==> src/rtl/mem_stage_pkg.sv <==
// Shared encodings for the MEM stage: funct3 access codes, control-bit indices,
// FSM states and the access-size decode used by load/store alignment.
package mem_stage_pkg;

  localparam logic [2:0] F3_B  = 3'b000;
  localparam logic [2:0] F3_H  = 3'b001;
  localparam logic [2:0] F3_W  = 3'b010;
  localparam logic [2:0] F3_BU = 3'b100;
  localparam logic [2:0] F3_HU = 3'b101;

  // ex_ctrl = {mem_read,mem_write,mem_to_reg,jal,jalr,branch,reg_write}
  localparam int unsigned CTRL_MEM_READ   = 6;
  localparam int unsigned CTRL_MEM_WRITE  = 5;
  localparam int unsigned CTRL_MEM_TO_REG = 4;
  localparam int unsigned CTRL_REG_WRITE  = 0;

  // wb_ctrl = {mem_to_reg,jal,jalr,branch,reg_write,misalign}
  localparam int unsigned WB_REG_WRITE = 1;
  localparam int unsigned WB_MISALIGN  = 0;

  typedef enum logic {IDLE, BUSY} state_t;

  typedef enum logic [1:0] {SZ_BYTE, SZ_HALF, SZ_WORD} acc_size_t;

  // Undefined funct3 codes fall through to a word access.
  function automatic acc_size_t access_size(input logic [2:0] f3, input logic is_store);
    if (f3 == F3_B || (!is_store && f3 == F3_BU)) return SZ_BYTE;
    if (f3 == F3_H || (!is_store && f3 == F3_HU)) return SZ_HALF;
    return SZ_WORD;
  endfunction

endpackage

==> src/rtl/lsu_data_align.sv <==
// Combinational byte-lane logic: store byte enables / lane replication, load
// extraction with sign/zero extension. Misalign detection under MEM_MISALIGN_TRAP_EN.
module lsu_data_align
  import mem_stage_pkg::*;
#(
  parameter int unsigned XLEN = 32
) (
  input  logic [2:0]      funct3,
  input  logic            is_store,
  input  logic [1:0]      addr_lo,
  input  logic [XLEN-1:0] store_data,
  input  logic [XLEN-1:0] rdata,
  output logic [3:0]      be,
  output logic [XLEN-1:0] wdata,
  output logic [XLEN-1:0] load_data,
  output logic            misaligned
);

  acc_size_t   size;
  logic        sext;
  logic [7:0]  byte_v;
  logic [15:0] half_v;

  always_comb begin
    size       = access_size(funct3, is_store);
    sext       = !funct3[2];
    byte_v     = rdata[{addr_lo, 3'b000} +: 8];
    half_v     = rdata[{addr_lo[1], 4'b0000} +: 16];
    be         = 4'hF;
    wdata      = store_data;
    load_data  = rdata;
    misaligned = 1'b0;
    case (size)
      SZ_BYTE: begin
        be        = 4'b0001 << addr_lo;
        wdata     = {(XLEN/8){store_data[7:0]}};
        load_data = {{(XLEN-8){sext & byte_v[7]}}, byte_v};
      end
      SZ_HALF: begin
        be        = 4'b0011 << {addr_lo[1], 1'b0};
        wdata     = {(XLEN/16){store_data[15:0]}};
        load_data = {{(XLEN-16){sext & half_v[15]}}, half_v};
`ifdef MEM_MISALIGN_TRAP_EN
        misaligned = addr_lo[0];
`endif
      end
      default: begin
`ifdef MEM_MISALIGN_TRAP_EN
        misaligned = |addr_lo;
`endif
      end
    endcase
  end

endmodule

==> src/rtl/mem_access_stage.sv <==
// MEM pipeline stage: issues data-memory req/ack transactions and loads the MEM/WB
// register. Optional misaligned-access trap via MEM_MISALIGN_TRAP_EN.
module mem_access_stage
  import mem_stage_pkg::*;
#(
  parameter int unsigned XLEN = 32
) (
  input  logic            clk,
  input  logic            rst_n,
  input  logic            flush,
  input  logic            ex_valid,
  output logic            ex_ready,
  input  logic [XLEN-1:0] ex_alu_out,
  input  logic [XLEN-1:0] ex_store_data,
  input  logic [XLEN-1:0] ex_pc,
  input  logic [XLEN-1:0] ex_imm,
  input  logic [2:0]      ex_funct3,
  input  logic [6:0]      ex_ctrl,
  input  logic [4:0]      ex_rd,
  output logic            dmem_req,
  output logic            dmem_we,
  output logic [XLEN-1:0] dmem_addr,
  output logic [XLEN-1:0] dmem_wdata,
  output logic [3:0]      dmem_be,
  input  logic            dmem_ack,
  input  logic [XLEN-1:0] dmem_rdata,
  output logic            wb_valid,
  output logic [XLEN-1:0] wb_load_data,
  output logic [XLEN-1:0] wb_alu_out,
  output logic [XLEN-1:0] wb_pc,
  output logic [XLEN-1:0] wb_imm,
  output logic [5:0]      wb_ctrl,
  output logic [4:0]      wb_rd
);

  state_t          state, state_nxt;
  logic            accept, is_mem, go_busy;
  logic [2:0]      cap_f3;
  logic [1:0]      cap_lo;
  logic            cap_read;
  logic [XLEN-1:0] cap_alu, cap_pc, cap_imm;
  logic [4:0]      cap_ctrl;
  logic [4:0]      cap_rd;
  logic            killed;

  logic [2:0]      al_f3;
  logic [1:0]      al_lo;
  logic            al_store;
  logic [3:0]      al_be;
  logic [XLEN-1:0] al_wdata, al_load;
  logic            al_mis;

  assign ex_ready = (state == IDLE);

  // The aligner sees the incoming instruction while idle and the captured one while busy.
  always_comb begin
    al_f3    = ex_funct3;
    al_lo    = ex_alu_out[1:0];
    al_store = ex_ctrl[CTRL_MEM_WRITE];
    if (state == BUSY) begin
      al_f3    = cap_f3;
      al_lo    = cap_lo;
      al_store = dmem_we;
    end
  end

  lsu_data_align #(.XLEN(XLEN)) u_align (
    .funct3     (al_f3),
    .is_store   (al_store),
    .addr_lo    (al_lo),
    .store_data (ex_store_data),
    .rdata      (dmem_rdata),
    .be         (al_be),
    .wdata      (al_wdata),
    .load_data  (al_load),
    .misaligned (al_mis)
  );

  always_comb begin
    accept    = ex_valid && !flush && (state == IDLE);
    is_mem    = ex_ctrl[CTRL_MEM_READ] | ex_ctrl[CTRL_MEM_WRITE];
    go_busy   = accept && is_mem && !al_mis;
    state_nxt = state;
    case (state)
      IDLE:    if (go_busy) state_nxt = BUSY;
      BUSY:    if (dmem_ack) state_nxt = IDLE;
      default: state_nxt = IDLE;
    endcase
  end

  always_ff @(posedge clk or negedge rst_n) begin
    if (!rst_n) state <= IDLE;
    else        state <= state_nxt;
  end

  always_ff @(posedge clk or negedge rst_n) begin
    if (!rst_n) begin
      dmem_req     <= 1'b0;
      dmem_we      <= 1'b0;
      dmem_addr    <= '0;
      dmem_wdata   <= '0;
      dmem_be      <= '0;
      cap_f3       <= '0;
      cap_lo       <= '0;
      cap_read     <= 1'b0;
      cap_alu      <= '0;
      cap_pc       <= '0;
      cap_imm      <= '0;
      cap_ctrl     <= '0;
      cap_rd       <= '0;
      killed       <= 1'b0;
      wb_valid     <= 1'b0;
      wb_load_data <= '0;
      wb_alu_out   <= '0;
      wb_pc        <= '0;
      wb_imm       <= '0;
      wb_ctrl      <= '0;
      wb_rd        <= '0;
    end else begin
      wb_valid <= 1'b0;
      if (state == IDLE) begin
        if (go_busy) begin
          dmem_req   <= 1'b1;
          dmem_we    <= ex_ctrl[CTRL_MEM_WRITE];
          dmem_addr  <= {ex_alu_out[XLEN-1:2], 2'b00};
          dmem_be    <= al_be;
          dmem_wdata <= al_wdata;
          cap_f3     <= ex_funct3;
          cap_lo     <= ex_alu_out[1:0];
          cap_read   <= ex_ctrl[CTRL_MEM_READ];
          cap_alu    <= ex_alu_out;
          cap_pc     <= ex_pc;
          cap_imm    <= ex_imm;
          cap_ctrl   <= ex_ctrl[CTRL_MEM_TO_REG:CTRL_REG_WRITE];
          cap_rd     <= ex_rd;
          killed     <= 1'b0;
        end else if (accept) begin
          // Non-memory op, or a trapped misaligned access: retire next edge.
          wb_valid     <= 1'b1;
          wb_load_data <= '0;
          wb_alu_out   <= ex_alu_out;
          wb_pc        <= ex_pc;
          wb_imm       <= ex_imm;
          wb_rd        <= ex_rd;
          wb_ctrl      <= {ex_ctrl[CTRL_MEM_TO_REG:CTRL_REG_WRITE], 1'b0};
          if (is_mem && al_mis) begin
            wb_ctrl[WB_REG_WRITE] <= 1'b0;
            wb_ctrl[WB_MISALIGN]  <= 1'b1;
          end
        end
      end else begin
        if (flush) killed <= 1'b1;
        if (dmem_ack) begin
          dmem_req <= 1'b0;
          if (!(killed || flush)) begin
            wb_valid     <= 1'b1;
            wb_load_data <= cap_read ? al_load : '0;
            wb_alu_out   <= cap_alu;
            wb_pc        <= cap_pc;
            wb_imm       <= cap_imm;
            wb_rd        <= cap_rd;
            wb_ctrl      <= {cap_ctrl, 1'b0};
          end
        end
      end
    end
  end

endmodule

==> config.mk <==
export PLATFORM = sky130hd
export DESIGN_NAME = mem_access_stage
export DESIGN_NICKNAME = d
export VERILOG_FILES = /design/src/rtl/mem_stage_pkg.sv /design/src/rtl/lsu_data_align.sv /design/src/rtl/mem_access_stage.sv
export SDC_FILE = /design/constraint.sdc
export NUM_CORES = 1
export LEC_CHECK = 0
export ABC_AREA = 1
export CORE_MARGIN = 8
export CORE_UTILIZATION = 43
export CTS_BUF_LIST = sky130_fd_sc_hd__clkbuf_8 sky130_fd_sc_hd__clkbuf_16
export CTS_CLUSTER_DIAMETER = 80
export DETAILED_ROUTE_END_ITERATION = 8
export GPL_ROUTABILITY_DRIVEN = 0
export HOLD_SLACK_MARGIN = 0.03
export PLACE_DENSITY_LB_ADDON = 0.05
export SYNTH_ARGS = -nofsm -noshare
export SYNTH_HDL_FRONTEND = slang
export SYNTH_SLANG_ARGS = --single-unit
==> constraint.sdc <==
create_clock -name clk -period 3.5 [get_ports clk]
set_clock_uncertainty 0.15 [all_clocks]
set_input_delay 0.35 -clock clk [delete_from_list [all_inputs] [get_ports clk]]
set_output_delay 0.35 -clock clk [all_outputs]
set_load 0.02 [all_outputs]
==> impl_metrics.env <==
export IMPL_outcome="completed"
export IMPL_port_buffers=387
export IMPL_synthDistinctLibCells=27
export IMPL_vias_per_cell=4.93
export IMPL_p_leak_nw=8.42
export IMPL_start_util_pct=43.7
export IMPL_drt_iter0_drc=842
export IMPL_worstHoldPathType="primary input to register"
export IMPL_gr_usage_all_layers_pct=22.6
export IMPL_critPathCaptureType="output port"
export IMPL_crit_slowest_cell="clkdlybuf4s50_1"
export IMPL_cts_buffers=34
export IMPL_vias=11636
export IMPL_cts_hold_buf=1
export IMPL_slew_headroom_pct=31.5
export IMPL_cts_tree="yes"
export IMPL_core_mm2=0.0297
export IMPL_synth_compound_area_share_pct=9.43
export IMPL_vdd_drop_max_mv=0.323
export IMPL_clk_pin_slew_ns=0.06
export IMPL_yosysWarnings=0
export IMPL_crit_chain="clkinv_2 > clkdlybuf4s50_1"
export IMPL_grt_pass1_wl_um=65600
export IMPL_path_class="register to output port"
export IMPL_antenna_found_initial=9
export IMPL_overflow=0
export IMPL_fmax_mhz=339
export IMPL_grt_pass1_vias=11608
export IMPL_placedInstanceArea_mm2=0.0169
export IMPL_cp_required_ns=3.00
export IMPL_final_area_mm2=0.0180
export IMPL_dpl_cell_count=2295
export IMPL_nFillCells=2659
export IMPL_worstPathArrival_ns=2.45
export IMPL_clock_latency_ns=0.49
export IMPL_tns_ns=0
export IMPL_nets=2122
export IMPL_synth_xor_xnor_area_share_pct=0
export IMPL_setup_viol=0
export IMPL_cts_num_sinks=289
export IMPL_slew_violations=0
export IMPL_wl_per_cell_um=17.7
export IMPL_drt_pass1_iterations=5
export IMPL_route_detailed_drc=0
export IMPL_place_hpwl_um=28200
export IMPL_postRouteAntennaNets=0
export IMPL_place_ws_ns=0.689
export IMPL_avgSynthCellArea_um2=7.98
export IMPL_syn_inst=1628
export IMPL_powerDensity_mw_per_mm2=698
export IMPL_cpPeakStageDelay_ns=0.77
export IMPL_synth_top_family_by_area="simple AND/OR/NAND/NOR gates"
export IMPL_synthAdderAreaFrac_pct=0
export IMPL_hold_viol=0
export IMPL_clk_path_buf_depth=3
export IMPL_yosysSeqAreaShare_pct=55.7
export IMPL_rows=63
export IMPL_routed_wl_um=41600
export IMPL_yosys_area_top_type="dfrtp_1"
export IMPL_cts_root_buf="clkbuf_16"
export IMPL_crit_path_start_kind="register"
export IMPL_syn2layout_area_growth_pct=38.5
export IMPL_tightest_slew_ns=1.03
export IMPL_muxShareOfSynthArea_pct=0
export IMPL_htree_levels=2
export IMPL_grt_max_degree=144
export IMPL_die_width_um=190
export IMPL_stdcell_count=2358
export IMPL_postCtsSetupBuffers=0
export IMPL_yosys_register_bits=289
export IMPL_final_layout_size_suffix_gt1_share_pct=4.49
export IMPL_netlist_area_leader_share_pct=55.7
export IMPL_cts_resized_gates=0
export IMPL_final_util_pct=60.5
export IMPL_synth_area_mm2=0.0130
export IMPL_setup_ws_ns=0.553
export IMPL_io_pins=391
export IMPL_die_h_um=190
export IMPL_fin_crit_sh_pct=84.2
export IMPL_synthSimpleGateAreaFrac_pct=27.9
export IMPL_path_max_fanout=38
export IMPL_rsz0062_at_grt="false"
export IMPL_dieArea_mm2=0.0360
export IMPL_cap_violations=0
export IMPL_min_period_ns=2.95
export IMPL_ys_top_cells_by_area="dfrtp_1 56%, nand2_1 21%, nor2_1 5.8%"
[metal layers]
| layer | share of wire [%] | global-route usage [%] | wire length [um] |
|---|---|---|---|
| met1 | 41 | 28.5 | 17000 |
| met2 | 47 | 36.2 | 19600 |
| met3 | 9.6 | 7.63 | 3990 |
| met4 | 2.4 | 7.46 | 988 |
| met5 | 0.065 | 0 | 27 |
[cells in the mapped netlist]
library cell,number
conb_1,1
inv_2,4
nand3_2,1
nand3_1,8
nor2_1,200
buf_4,46
buf_1,2
a31oi_1,104
nor2_2,1
nand2_2,2
a21oi_1,46
o22ai_1,1
buf_2,39
o21ai_0,36
clkinv_1,1
nand2_1,739
o21ai_1,11
inv_1,39
a21oi_4,2
and2_2,1
nand4_1,1
buf_6,3
dfrtp_1,289
o21ai_2,2
nand4_4,1
clkbuf_1,41
o211ai_1,7
[cells in the final DEF, fill, tap and decap left out]
master / netlist / layout
nand2_1: 739 / 738
clkdlybuf4s50_1: 0 / 386
dfrtp_1: 289 / 288
nor2_1: 200 / 200
a31oi_1: 104 / 104
a21oi_1: 46 / 46
inv_1: 39 / 43
o21ai_0: 36 / 36
clkbuf_16: 0 / 35
buf_4: 46 / 11
o21ai_1: 11 / 10
clkinv_2: 0 / 8
nand3_1: 8 / 8
buf_12: 0 / 8
diode_2: 0 / 7
o211ai_1: 7 / 7
clkbuf_8: 0 / 7
conb_1: 1 / 3
o21ai_2: 2 / 2
nand2_2: 2 / 2
a21oi_4: 2 / 2
inv_2: 4 / 2
nor2_2: 1 / 1
nand4_1: 1 / 1
nand2_4: 0 / 1
o21ai_4: 0 / 1
inv_4: 0 / 1
and2_2: 1 / 1
nand4_4: 1 / 1
nand3_2: 1 / 1
clkinv_1: 1 / 1
o22ai_1: 1 / 1
inv_6: 0 / 1
bufinv_16: 0 / 1
dlygate4sd3_1: 0 / 1
buf_8: 0 / 1
dfrtp_4: 0 / 1
[path summary, 6_finish.rpt]
check | start | end | slack (ns) | cells past startpoint
min in group asynchronous | rst_n | cap_alu[10]$_DFFE_PN0P_ | 0.36 | 2
max | state$_DFF_PN0_ | ex_ready | 0.55 | 2
min reg2reg | cap_pc[26]$_DFFE_PN0P_ | cap_pc[26]$_DFFE_PN0P_ | 0.33 | 2
max in group asynchronous | rst_n | wb_load_data[7]$_DFFE_PN0P_ | 1.96 | 3
max reg2reg | state$_DFF_PN0_ | wb_load_data[20]$_DFFE_PN0P_ | 0.68 | 8
min | ex_imm[1] | cap_imm[1]$_DFFE_PN0P_ | 0.27 | 3
[worst max-delay path: cells and delay by family, from the launching register on]
| family | cells | cell delay, ns |
|---|---|---|
| buffers and inverters | 2 | 1.22 |
| flip-flops | 1 | 0.71 |
[cell type report]
cell class / instances / area (um2) / share of cell area (%)
antenna: 7 / 17.5 / 0.0974
clock buffer: 42 / 972 / 5.41
clock inverter: 13 / 88.8 / 0.494
inverter: 44 / 169 / 0.939
multi-input combinational: 1166 / 4880 / 27.2
sequential: 289 / 7240 / 40.2
tap: 390 / 488 / 2.71
timing repair buffer: 407 / 4130 / 23.0
[per-stage QoR]
step	hold slack (ns)	power, mW
2_1_floorplan	-0.0956	7.07
3_3_place_gp	0.308	9.23
3_5_place_dp	0.315	9.29
4_1_cts	0.255	12.7
5_1_grt	0.269	13.3
6_report	0.275	12.6
[logic make-up after synthesis]
kind of cell / count (synthesis)
AO/OA/AOI/OAI: 209
buffers and inverters: 175
flip-flops: 289
other: 1
AND/OR/NAND/NOR: 954
[registers in the layout, indices dropped and copies added (netlist names)]
name          flops
dmem_be           4
cap_ctrl          5
cap_imm          32
wb_rd             5
wb_imm           32
wb_pc            32
cap_alu          31
dmem_wdata       32
wb_ctrl           5
wb_load_data     32
dmem_we           1
cap_lo            1
wb_valid          1
cap_rd            5
killed            1
cap_read          1
dmem_req          1
wb_alu_out       32
state             1
cap_f3            3
cap_pc           32
[power by group]
group | internal, mW | switching (mW)
Combinational | 1.98 | 2.38
Clock | 2.03 | 1.34
Sequential | 4.26 | 0.566
Total | 8.27 | 4.29
Power figures use the tool's default switching activity.
